### src/rtl/lin_rec_pkg.sv
// Shared types and helpers for the order-2 linear recurrence generator.
//   state_t      : generator FSM states
//   full_width() : bit width of the full-precision sum of two products
//   sat_trunc()  : reduces a full-precision signed sum to a WIDTH-bit term,
//                  returning {ovf, value}; value lives in the low WIDTH bits
package lin_rec_pkg;

   typedef enum logic [1:0] {IDLE, RUN, DONE} state_t;

   // Upper bounds supported by sat_trunc; instances use WIDTH <= MAX_W, CW <= MAX_CW.
   localparam int unsigned MAX_W    = 64;
   localparam int unsigned MAX_CW   = 16;
   localparam int unsigned FULL_MAX = MAX_W + MAX_CW + 1;

   localparam logic signed [FULL_MAX-1:0] FULL_ONE = {{(FULL_MAX-1){1'b0}}, 1'b1};

   function automatic int unsigned full_width(input int unsigned width, input int unsigned cw);
      return width + cw + 1;
   endfunction

   function automatic logic [MAX_W:0] sat_trunc(input logic signed [FULL_MAX-1:0] full,
                                                input int unsigned             width,
                                                input logic                    saturate);
      logic signed [FULL_MAX-1:0] hi;
      logic signed [FULL_MAX-1:0] lo;
      logic                       ovf;
      logic [MAX_W-1:0]           val;
      hi  = (FULL_ONE <<< (width - 1)) - FULL_ONE;
      lo  = ~hi;  // -hi-1, the most negative WIDTH-bit value
      ovf = (full > hi) || (full < lo);
      if (saturate && ovf) begin
         val = full[FULL_MAX-1] ? lo[MAX_W-1:0] : hi[MAX_W-1:0];
      end else begin
         val = full[MAX_W-1:0];
      end
      return {ovf, val};
   endfunction

endpackage

### src/rtl/lin_rec_gen_step.sv
// Combinational recurrence step: next = coef_1*b + coef_0*a, reduced to WIDTH bits.
//   a, b           in   WIDTH  x[k], x[k+1] (signed)
//   coef_0, coef_1 in   CW     weights of a and b (signed)
//   next           out  WIDTH  x[k+2] after wrap/saturate
//   ovf            out  1      full-precision result was outside signed WIDTH range
module lin_rec_step
   import lin_rec_pkg::*;
#(
   parameter int unsigned WIDTH    = 32,
   parameter int unsigned CW       = 8,
   parameter int unsigned SATURATE = 0
) (
   input  logic [WIDTH-1:0] a,
   input  logic [WIDTH-1:0] b,
   input  logic [CW-1:0]    coef_0,
   input  logic [CW-1:0]    coef_1,
   output logic [WIDTH-1:0] next,
   output logic             ovf
);

   localparam int unsigned FW = full_width(WIDTH, CW);

   logic signed [FW-1:0] full;
   logic [MAX_W:0]       sat_res;

   always_comb begin
      full    = FW'($signed(coef_1)) * FW'($signed(b)) + FW'($signed(coef_0)) * FW'($signed(a));
      sat_res = sat_trunc(FULL_MAX'(full), WIDTH, SATURATE != 0);
      next    = sat_res[WIDTH-1:0];
      ovf     = sat_res[MAX_W];
   end

   if (WIDTH < MAX_W) begin : g_hi
      logic unused_hi;
      assign unused_hi = ^sat_res[MAX_W-1:WIDTH];
   end

endmodule

### src/rtl/lin_rec_gen.sv
// Streams the first n terms of x[k+2] = coef_1*x[k+1] + coef_0*x[k] from seeds.
//   __clock, __reset_n      clock / synchronous active-low reset
//   __start                 load inputs and begin a run (IDLE/DONE only)
//   __ready                 consumer accepts __output_0 this cycle
//   n, seed_a, seed_b       term count, x[0], x[1] (signed, WIDTH)
//   coef_0, coef_1          weights of x[k], x[k+1] (signed, CW)
//   __valid, __output_0     presented term x[__index]
//   __index                 index of presented term
//   __done                  all terms transferred
//   __overflow              sticky: an emitted term overflowed this run
module lin_rec_gen
   import lin_rec_pkg::*;
#(
   parameter int unsigned WIDTH    = 32,
   parameter int unsigned CW       = 8,
   parameter int unsigned SATURATE = 0
) (
   input  logic             __clock,
   input  logic             __reset_n,
   input  logic             __start,
   input  logic             __ready,
   input  logic [WIDTH-1:0] n,
   input  logic [WIDTH-1:0] seed_a,
   input  logic [WIDTH-1:0] seed_b,
   input  logic [CW-1:0]    coef_0,
   input  logic [CW-1:0]    coef_1,
   output logic             __valid,
   output logic [WIDTH-1:0] __output_0,
   output logic [WIDTH-1:0] __index,
   output logic             __done,
   output logic             __overflow
);

   state_t           state, state_nxt;
   logic [WIDTH-1:0] a_q, b_q, index_q, rem_q;
   logic             a_ovf_q, b_ovf_q, overflow_q;
   logic [CW-1:0]    c0_q, c1_q;
   logic [WIDTH-1:0] step_val;
   logic             step_ovf;
   logic             load, xfer, last, n_pos;

   lin_rec_step #(.WIDTH(WIDTH), .CW(CW), .SATURATE(SATURATE)) u_step (
      .a      (a_q),
      .b      (b_q),
      .coef_0 (c0_q),
      .coef_1 (c1_q),
      .next   (step_val),
      .ovf    (step_ovf)
   );

   always_comb begin
      n_pos     = !n[WIDTH-1] && (n != '0);
      __valid   = (state == RUN);
      __done    = (state == DONE);
      xfer      = __valid && __ready;
      last      = (rem_q == WIDTH'(1));
      load      = __start && (state != RUN);
      state_nxt = state;
      unique case (state)
         IDLE, DONE: if (__start) state_nxt = n_pos ? RUN : DONE;
         RUN:        if (xfer && last) state_nxt = DONE;
         default:    state_nxt = IDLE;
      endcase
   end

   always_ff @(posedge __clock) begin
      if (!__reset_n) state <= IDLE;
      else            state <= state_nxt;
   end

   always_ff @(posedge __clock) begin
      if (!__reset_n) begin
         a_q        <= '0;
         b_q        <= '0;
         a_ovf_q    <= 1'b0;
         b_ovf_q    <= 1'b0;
         index_q    <= '0;
         rem_q      <= '0;
         overflow_q <= 1'b0;
         c0_q       <= '0;
         c1_q       <= '0;
      end else if (load) begin
         a_q        <= seed_a;
         b_q        <= seed_b;
         a_ovf_q    <= 1'b0;
         b_ovf_q    <= 1'b0;
         index_q    <= '0;
         rem_q      <= n;
         overflow_q <= 1'b0;
         c0_q       <= coef_0;
         c1_q       <= coef_1;
      end else if (xfer) begin
         a_q     <= b_q;
         a_ovf_q <= b_ovf_q;
         b_q     <= step_val;
         b_ovf_q <= step_ovf;
         index_q <= index_q + WIDTH'(1);
         rem_q   <= rem_q - WIDTH'(1);
         // the term shifted in by the final transfer is never presented
         if (b_ovf_q && !last) overflow_q <= 1'b1;
      end
   end

   assign __output_0 = a_q;
   assign __index    = index_q;
   assign __overflow = overflow_q;

endmodule

### config.mk
export PLATFORM = sky130hd
export DESIGN_NAME = lin_rec_gen
export DESIGN_NICKNAME = d
export VERILOG_FILES = /design/src/rtl/lin_rec_pkg.sv /design/src/rtl/lin_rec_gen_step.sv /design/src/rtl/lin_rec_gen.sv
export SDC_FILE = /design/constraint.sdc
export NUM_CORES = 2
export LEC_CHECK = 0
export ABC_AREA = 0
export BUFFER_PORTS_ARGS = -buffer_cell sky130_fd_sc_hd__buf_2
export CORE_AREA = 3 3 248 250
export DETAILED_ROUTE_END_ITERATION = 7
export DIE_AREA = 0 0 251 253
export PLACE_DENSITY = 0.66
export SYNTH_ARGS = -nofsm -noshare
export SYNTH_HDL_FRONTEND = slang
export SYNTH_SLANG_ARGS = --single-unit
### constraint.sdc
create_clock -name __clock -period 16.45 [get_ports __clock]
set_clock_uncertainty 0.05 [all_clocks]
set_input_delay 0 -clock __clock [delete_from_list [all_inputs] [get_ports __clock]]
set_output_delay 0 -clock __clock [all_outputs]
set_load 0.01 [all_outputs]
; Word level (Yosys, flattened, before mapping)
; Index checks and enable logic that the tools add are counted.
[totals]
reg_bits = 148
input_bits = 116
output_inout_bits = 67
wordCells = 48
[classes]
n_addsub = 3
multipliers = 2
order_cmp = 2
n_eq_ne = 6
muxes = 10
bitwise_logic = 1
n_reduce_logical = 15
[ops]
columns = cell, n
row1 = two-way mux 32 bit, 6
row2 = multiplier 8 x 32 -> 40 bit, 2
row3 = adder 40 x 40 -> 41 bit, 1
row4 = "> comparator 41 x 32 -> 1 bit, second input constant", 1
row5 = "< comparator 41 x 32 -> 1 bit, second input constant", 1
row6 = "adder 32 x 1 -> 32 bit, second input constant", 1
row7 = "equality test 32 x 1 -> 1 bit, second input constant", 1
row8 = nonzero test 32 bit, 1
row9 = "subtractor 32 x 1 -> 32 bit, second input constant", 1
row10 = two-way mux 2 bit, 3
row11 = logical AND 1 bit, 5
row12 = "inequality test 2 x 1 -> 1 bit, second input constant", 2
row13 = case mux 2 bit (2 select lines), 1
row14 = AND reduction 2 bit, 2
row15 = OR reduction 2 bit, 2
row16 = "equality test 2 x 1 -> 1 bit, second input constant", 1
row17 = "equality test 2 bit, second input constant", 1
row18 = logical NOT 1 bit, 2
row19 = logical NOT 2 bit, 1
row20 = "inequality test 2 bit, second input constant", 1
row21 = nonzero test 2 bit, 1
row22 = logical OR 1 bit, 1
row23 = NOT 1 bit, 1

; Depth between registers and ports, before layout
[logic_depth]
word_depth = 5
ltp_mapped = 26
ltp_nobuf = 25

; Cells and area by module
; Synthesis repeated with hierarchy kept, for this count alone.
[unflattened]
cells_unflattened = 2840
area_unflattened_um2 = 24242.0
[by_module_without_submodules]
columns = module, instances, cells_each, area_per_inst_um2
row1 = lin_rec_step, 1, 2010, 17573.1
row2 = lin_rec_gen, 1, 830, 6668.9

; Least setup slack after synthesis
; Ideal clock, no wire load.
[synth_path]
path_type = reg2reg
from = register c1_q[1]
to = register b_ovf_q
t_arrival_ns = 6.235
required_ns = 16.273
setup_slack_ns = 10.038
path_stages_with_launch = 24
period_less_slack_ns = 6.412
cell_sequence = dfxtp_1 > clkbuf_1 > nand2_1 > fa_1 > inv_1 > fa_1 > inv_1 > fa_1 > inv_1 > fa_1 > fa_1 > inv_1 > fa_1 > inv_1 > ha_1 > clkbuf_1 > nand3_1 > nor3_1 > a21boi_4 > o21a_2 > xnor2_1 > or4_1 > nor3_1 > o211ai_1
[synth_via]
elab_chain_len = 4
[synth_rtl]
columns = item, line
row1 = start: declaration, lin_rec_gen.sv:37  ; logic [CW-1:0] c0_q, c1_q;
row2 = start signal: assignment, lin_rec_gen.sv:91  ; c1_q <= coef_1;
row3 = multiplier 8 x 32 -> 40 bit *, lin_rec_gen_step.sv:27  ; full = FW'($signed(coef_1)) * FW'($signed(b)) + FW'($signed(coef_0)) * FW'($signed(a));
row4 = adder 40 x 40 -> 41 bit *, lin_rec_gen_step.sv:27
row5 = > comparator 41 x 32 -> 1 bit or < comparator 41 x 32 -> 1 bit (tied branches), lin_rec_pkg.sv:30  ; ovf = (full > hi) || (full < lo);
row6 = logical OR 1 bit *, lin_rec_pkg.sv:30
row7 = end signal: assignment, lin_rec_gen.sv:96  ; b_ovf_q <= step_ovf;
row8 = end: declaration, lin_rec_gen.sv:36  ; logic a_ovf_q, b_ovf_q, overflow_q;
; Every way passes the cells marked *; elsewhere a longest branch is shown, timed or not.
; A chain may end at the register's enable or synchronous reset.

; Final worst setup path
[layout_path]
from = register c0_q[1]
to = register b_ovf_q
[layout_via]
elab_chain_len = 4
[layout_rtl]
columns = item, line
row1 = start: declaration, lin_rec_gen.sv:37
row2 = start signal: assignment, lin_rec_gen.sv:90  ; c0_q <= coef_0;
row3 = multiplier 8 x 32 -> 40 bit *, lin_rec_gen_step.sv:27
row4 = adder 40 x 40 -> 41 bit *, lin_rec_gen_step.sv:27
row5 = > comparator 41 x 32 -> 1 bit or < comparator 41 x 32 -> 1 bit (tied branches), lin_rec_pkg.sv:30
row6 = logical OR 1 bit *, lin_rec_pkg.sv:30
; Marks and branches as above.

==> tab_implementation.tex <==
\begin{tabular}{lr}
\hline
Metric & Value \\
\hline
\multicolumn{2}{l}{\textbf{STA}} \\
Final worst-path cycle share & 45.3\% \\
Slew at the pin closest to its max-slew limit & 1.10 ns \\
PnR worst setup slack & 9.00 ns \\
Setup repair after global routing missed its margin & false \\
Fin Setup TNS & 0 ns \\
Slew margin rel. & 26.4\% \\
Shortest clock period the worst path allows after layout & about 7.5 ns \\
Final Hold Violating Endpoints & 0 \\
Maximum operating frequency & 134 MHz \\
Min Hold Slack & 0.263 ns \\
Endpoints failing setup & 0 \\
Max-slew violation count & 0 \\
\multicolumn{2}{l}{\textbf{Worst setup path}} \\
Required time at the endpoint of the critical path & 16.81 ns \\
Crit Path Class & register to register \\
CP max-delay cell & sky130\_fd\_sc\_hd\_\_dfxtp\_1 \\
CP max stage delay & between 0.9 and 1 ns \\
Cell family contributing the most delay on the critical path & adder cells \\
Endpoint kind of the worst setup timing path & register \\
Top cell by count, worst path & sky130\_fd\_sc\_hd\_\_fa\_1 \\
Number of buffer and inverter instances along the worst setup path & 2 \\
Worst path arrival time & about 7.8 ns \\
Cell-by-cell listing of the critical path & buf\_4 -> nand2\_1 -> fa\_1 -> fa\_1 -> inv\_1 -> fa\_1 -> fa\_1 -> fa\_1 -> fa\_1 -> ha\_1 -> a21oi\_2 -> nor3b\_2 -> a21oi\_2 -> a221oi\_2 -> o221ai\_2 -> a31oi\_1 -> a311o\_2 -> xor2\_2 -> nor4\_1 -> a311o\_1 -> o211ai\_1 \\
Maximum fanout along the worst path & 18 \\
Startpoint Class & register \\
\multicolumn{2}{l}{\textbf{Route}} \\
Antenna-violating nets left & 0 \\
Detailed-router iteration count before antenna repair & 7 \\
Final routed wire length divided by cell count & between 15 and 20 µm \\
DR DRC count & 0 \\
Drt via density & 5.20 \\
Detailed Route Iter0 Violations & $\sim$1400 \\
Routed via count & $\sim$19000 \\
Detailed Route WL & 68.2 mm \\
\multicolumn{2}{l}{\textbf{Cells and area}} \\
Antenna Cells & 0 \\
Final std cell area, no fill & 27000 µm² \\
Area added between synthesis and finish & 13.4\% \\
Layout Nets & 3658 \\
Layout cells sized above 1 & 8.95\% \\
\multicolumn{2}{l}{\textbf{Place}} \\
Area of placed instances & 25200 µm² \\
IO buf count & 182 \\
Estimated wirelength of the detail-placed design & 51.3 mm \\
Final estimated routing congestion in global placement & about 0.88 \\
Post-place setup slack & between 9 and 10 ns \\
\multicolumn{2}{l}{\textbf{Logic synthesis}} \\
Instance count of the mapped netlist & 2783 \\
Cell area after synthesis & 23800 µm² \\
Mean instance size in the synthesized netlist & 8.55 µm² \\
Yosys warning count & 0 \\
Most frequently used flop master after synthesis & sky130\_fd\_sc\_hd\_\_dfxtp\_1 \\
Seq/Total Area, Yosys & 12.4\% \\
Number of synthesized flops with an enable pin & 0 \\
Synthesized Nets & 3482 \\
Fraction of synthesis flops using an asynchronous set or reset pin & 0\% \\
Number of flip-flops and latches in the synthesized netlist & about 150 \\
Number of unique standard cell types used by synthesis & 72 \\
\multicolumn{2}{l}{\textbf{Power and ir drop}} \\
Overall power after layout & 1.65 mW \\
PwrDens & 61.1 nW/µm² \\
Maximum ir drop on the vdd rail & 0.0932 mV \\
Leakage dissipation & 12.7 nW \\
\multicolumn{2}{l}{\textbf{Clocking}} \\
Insertion delay to the later sink of the worst-skew pair & 0.49 ns \\
CTS tree & built \\
Maximum level of the CTS H-tree & 4 \\
Clk slew on worst S/H paths & 0.08 ns \\
Number of resized instances in the post-cts repair step & 0 \\
Total clock sinks & 148 \\
Maximum buffer depth of the clock tree & 2 \\
TritonCTS Buffers & 17 \\
CTS root buf & sky130\_fd\_sc\_hd\_\_clkbuf\_16 \\
\multicolumn{2}{l}{\textbf{Global route}} \\
Wire length of the first global-routing pass & roughly 110 mm \\
Initial antenna violation count & 0 \\
Tot GR Track Use & 22.4\% \\
Via count of the first global-routing pass & 20500 \\
Grt ovf & 0 \\
Pin count of the biggest net entering global routing & 82 \\
\multicolumn{2}{l}{\textbf{Run}} \\
Max-capacitance violation count & 0 \\
\multicolumn{2}{l}{\textbf{Status}} \\
Run status & completed \\
\multicolumn{2}{l}{\textbf{Floorplanning}} \\
Die Height & $\sim$250 µm \\
Initial core utilization & 40.2\% \\
Number of rows in the core area & 89 \\
Number of top-level pins & 183 \\
Placeable core region & 59200 µm² \\
Full die area & about 64000 µm² \\
Chip Width & 251 µm \\
\multicolumn{2}{l}{\textbf{Min path}} \\
Class of the worst hold path & input pin to register \\
\hline
\end{tabular}
cells in the final DEF (no fill, tap or decap), drive strengths merged, types with 19 or more instances in the layout:
master         n
a21oi        146
a22oi         65
and2         195
buf          201
dfxtp        148
dlygate4sd3  116
fa           479
ha           104
inv          571
nand2        413
nand2b        36
nand3         30
nand4         19
nor2         133
nor3          30
o21ai         39
xnor2         31
xor2          40
repair_timing:
| item | CTS | global route |
|---|---|---|
| setup buffers | 0 | 0 |
| endpoints found under the setup margin | 0 | 0 |
| hold buffers | 116 | 0 |
| hold endpoints to repair | 115 | 0 |
final cells by class:
cell class / instances / area (µm²)
well taps: 773 / 967
repair buffers: 317 / 2210
clock inverters: 15 / 174
inverters: 560 / 2100
flip-flops and latches: 148 / 2970
fillers: 5804 / 32300
multi-input cells: 1915 / 18100
clock buffers: 17 / 425
tightest hold or removal path: stages:
cell                            delay, ns
sky130_fd_sc_hd__dlygate4sd3_1       0.53
sky130_fd_sc_hd__buf_2               0.13
sky130_fd_sc_hd__nand2_1             0.05
sky130_fd_sc_hd__a21oi_1             0.05
metal layers:
layer	part of all wire [%]	wire length, µm	up-vias	GRT usage, %
li1	-	-	8837	-
met1	43	29500	9865	29.9
met2	48	32500	670	37.9
met3	6.9	4690	85	3.86
met4	2.2	1470	0	5.52
met5	0	0	-	0
logic make-up (layout without fill, tap and decap cells):
| kind of cell | Yosys count | count (layout) | share of synthesized area (%) |
|---|---|---|---|
| AND/OR/NAND/NOR | 917 | 917 | 18.3 |
| buffers and inverters | 720 | 909 | 11.4 |
| adder cells (fa/ha/maj) | 583 | 583 | 45.8 |
| AO/OA/AOI/OAI | 342 | 342 | 9.35 |
| flip-flops | 148 | 148 | 12.4 |
| XOR/XNOR | 71 | 71 | 2.64 |
| multiplexers | 2 | 2 | 0.0841 |
power by group:
group | switching, mW | internal, mW
sequential | 0.0616 | 0.379
combinational | 0.476 | 0.317
clock | 0.210 | 0.206
total | 0.748 | 0.902
sequential cells by signal, indices dropped and copies added (netlist names):
signal      flops
c0_q            8
__index        32
__overflow      1
b_ovf_q         1
state           2
__output_0     32
c1_q            8
b_q            32
rem_q          32
cell usage after synthesis (3+ instances only):
master	count	area (µm²)
sky130_fd_sc_hd__a21oi_1	143	716
sky130_fd_sc_hd__nand2b_1	36	225
sky130_fd_sc_hd__and4_1	3	26.3
sky130_fd_sc_hd__clkbuf_2	15	75.1
sky130_fd_sc_hd__nor3_2	3	30.0
sky130_fd_sc_hd__and3_1	10	62.6
sky130_fd_sc_hd__o211ai_1	9	67.6
sky130_fd_sc_hd__fa_1	479	9590
sky130_fd_sc_hd__or3_1	8	50.1
sky130_fd_sc_hd__nand2_1	413	1550
sky130_fd_sc_hd__or4_1	3	22.5
sky130_fd_sc_hd__or2_2	3	18.8
sky130_fd_sc_hd__nor2b_1	8	50.1
sky130_fd_sc_hd__a31oi_1	9	56.3
sky130_fd_sc_hd__buf_1	9	33.8
sky130_fd_sc_hd__clkbuf_1	135	507
sky130_fd_sc_hd__ha_1	104	1300
sky130_fd_sc_hd__nor3_1	27	135
sky130_fd_sc_hd__nand3_1	30	150
sky130_fd_sc_hd__o21a_1	7	52.6
sky130_fd_sc_hd__a21o_1	14	105
sky130_fd_sc_hd__a21oi_2	3	26.3
sky130_fd_sc_hd__and2_1	195	1220
sky130_fd_sc_hd__a22oi_1	65	488
sky130_fd_sc_hd__nand4_1	19	119
sky130_fd_sc_hd__o21ai_0	31	155
sky130_fd_sc_hd__nor4_1	17	106
sky130_fd_sc_hd__o21ai_1	8	40.0
sky130_fd_sc_hd__inv_1	556	2090
sky130_fd_sc_hd__inv_2	3	11.3
sky130_fd_sc_hd__dfxtp_1	148	2960
sky130_fd_sc_hd__xor2_1	39	342
sky130_fd_sc_hd__a32oi_1	4	35.0
sky130_fd_sc_hd__xnor2_1	31	272
sky130_fd_sc_hd__o311ai_0	6	52.6
sky130_fd_sc_hd__a221oi_1	13	114
sky130_fd_sc_hd__nor2_1	133	499
sky130_fd_sc_hd__o21bai_1	3	22.5
worst paths after layout:
check,startpoint,to,slack (ns),cells past startpoint
worst max-delay path,c0_q[1]$_SDFFE_PN0P_,b_ovf_q$_SDFFE_PP0P_,9.00,21
worst min-delay path,n[12],rem_q[12]$_SDFFE_PN0P_,0.26,4
worst min register to register,c1_q[2]$_SDFFE_PN0P_,c1_q[2]$_SDFFE_PN0P_,0.40,2
worst max register to register,c0_q[1]$_SDFFE_PN0P_,b_ovf_q$_SDFFE_PP0P_,9.00,21
metrics by stage:
step | util, % | instances
final | 45.5 | 3745
after global routing | 45.5 | 3745
after CTS | 45.5 | 3745
after detailed placement | 42.6 | 3597
after global placement | 42.6 | 3597
after floorplan | - | 2783
(Power assumes the default switching activity.)
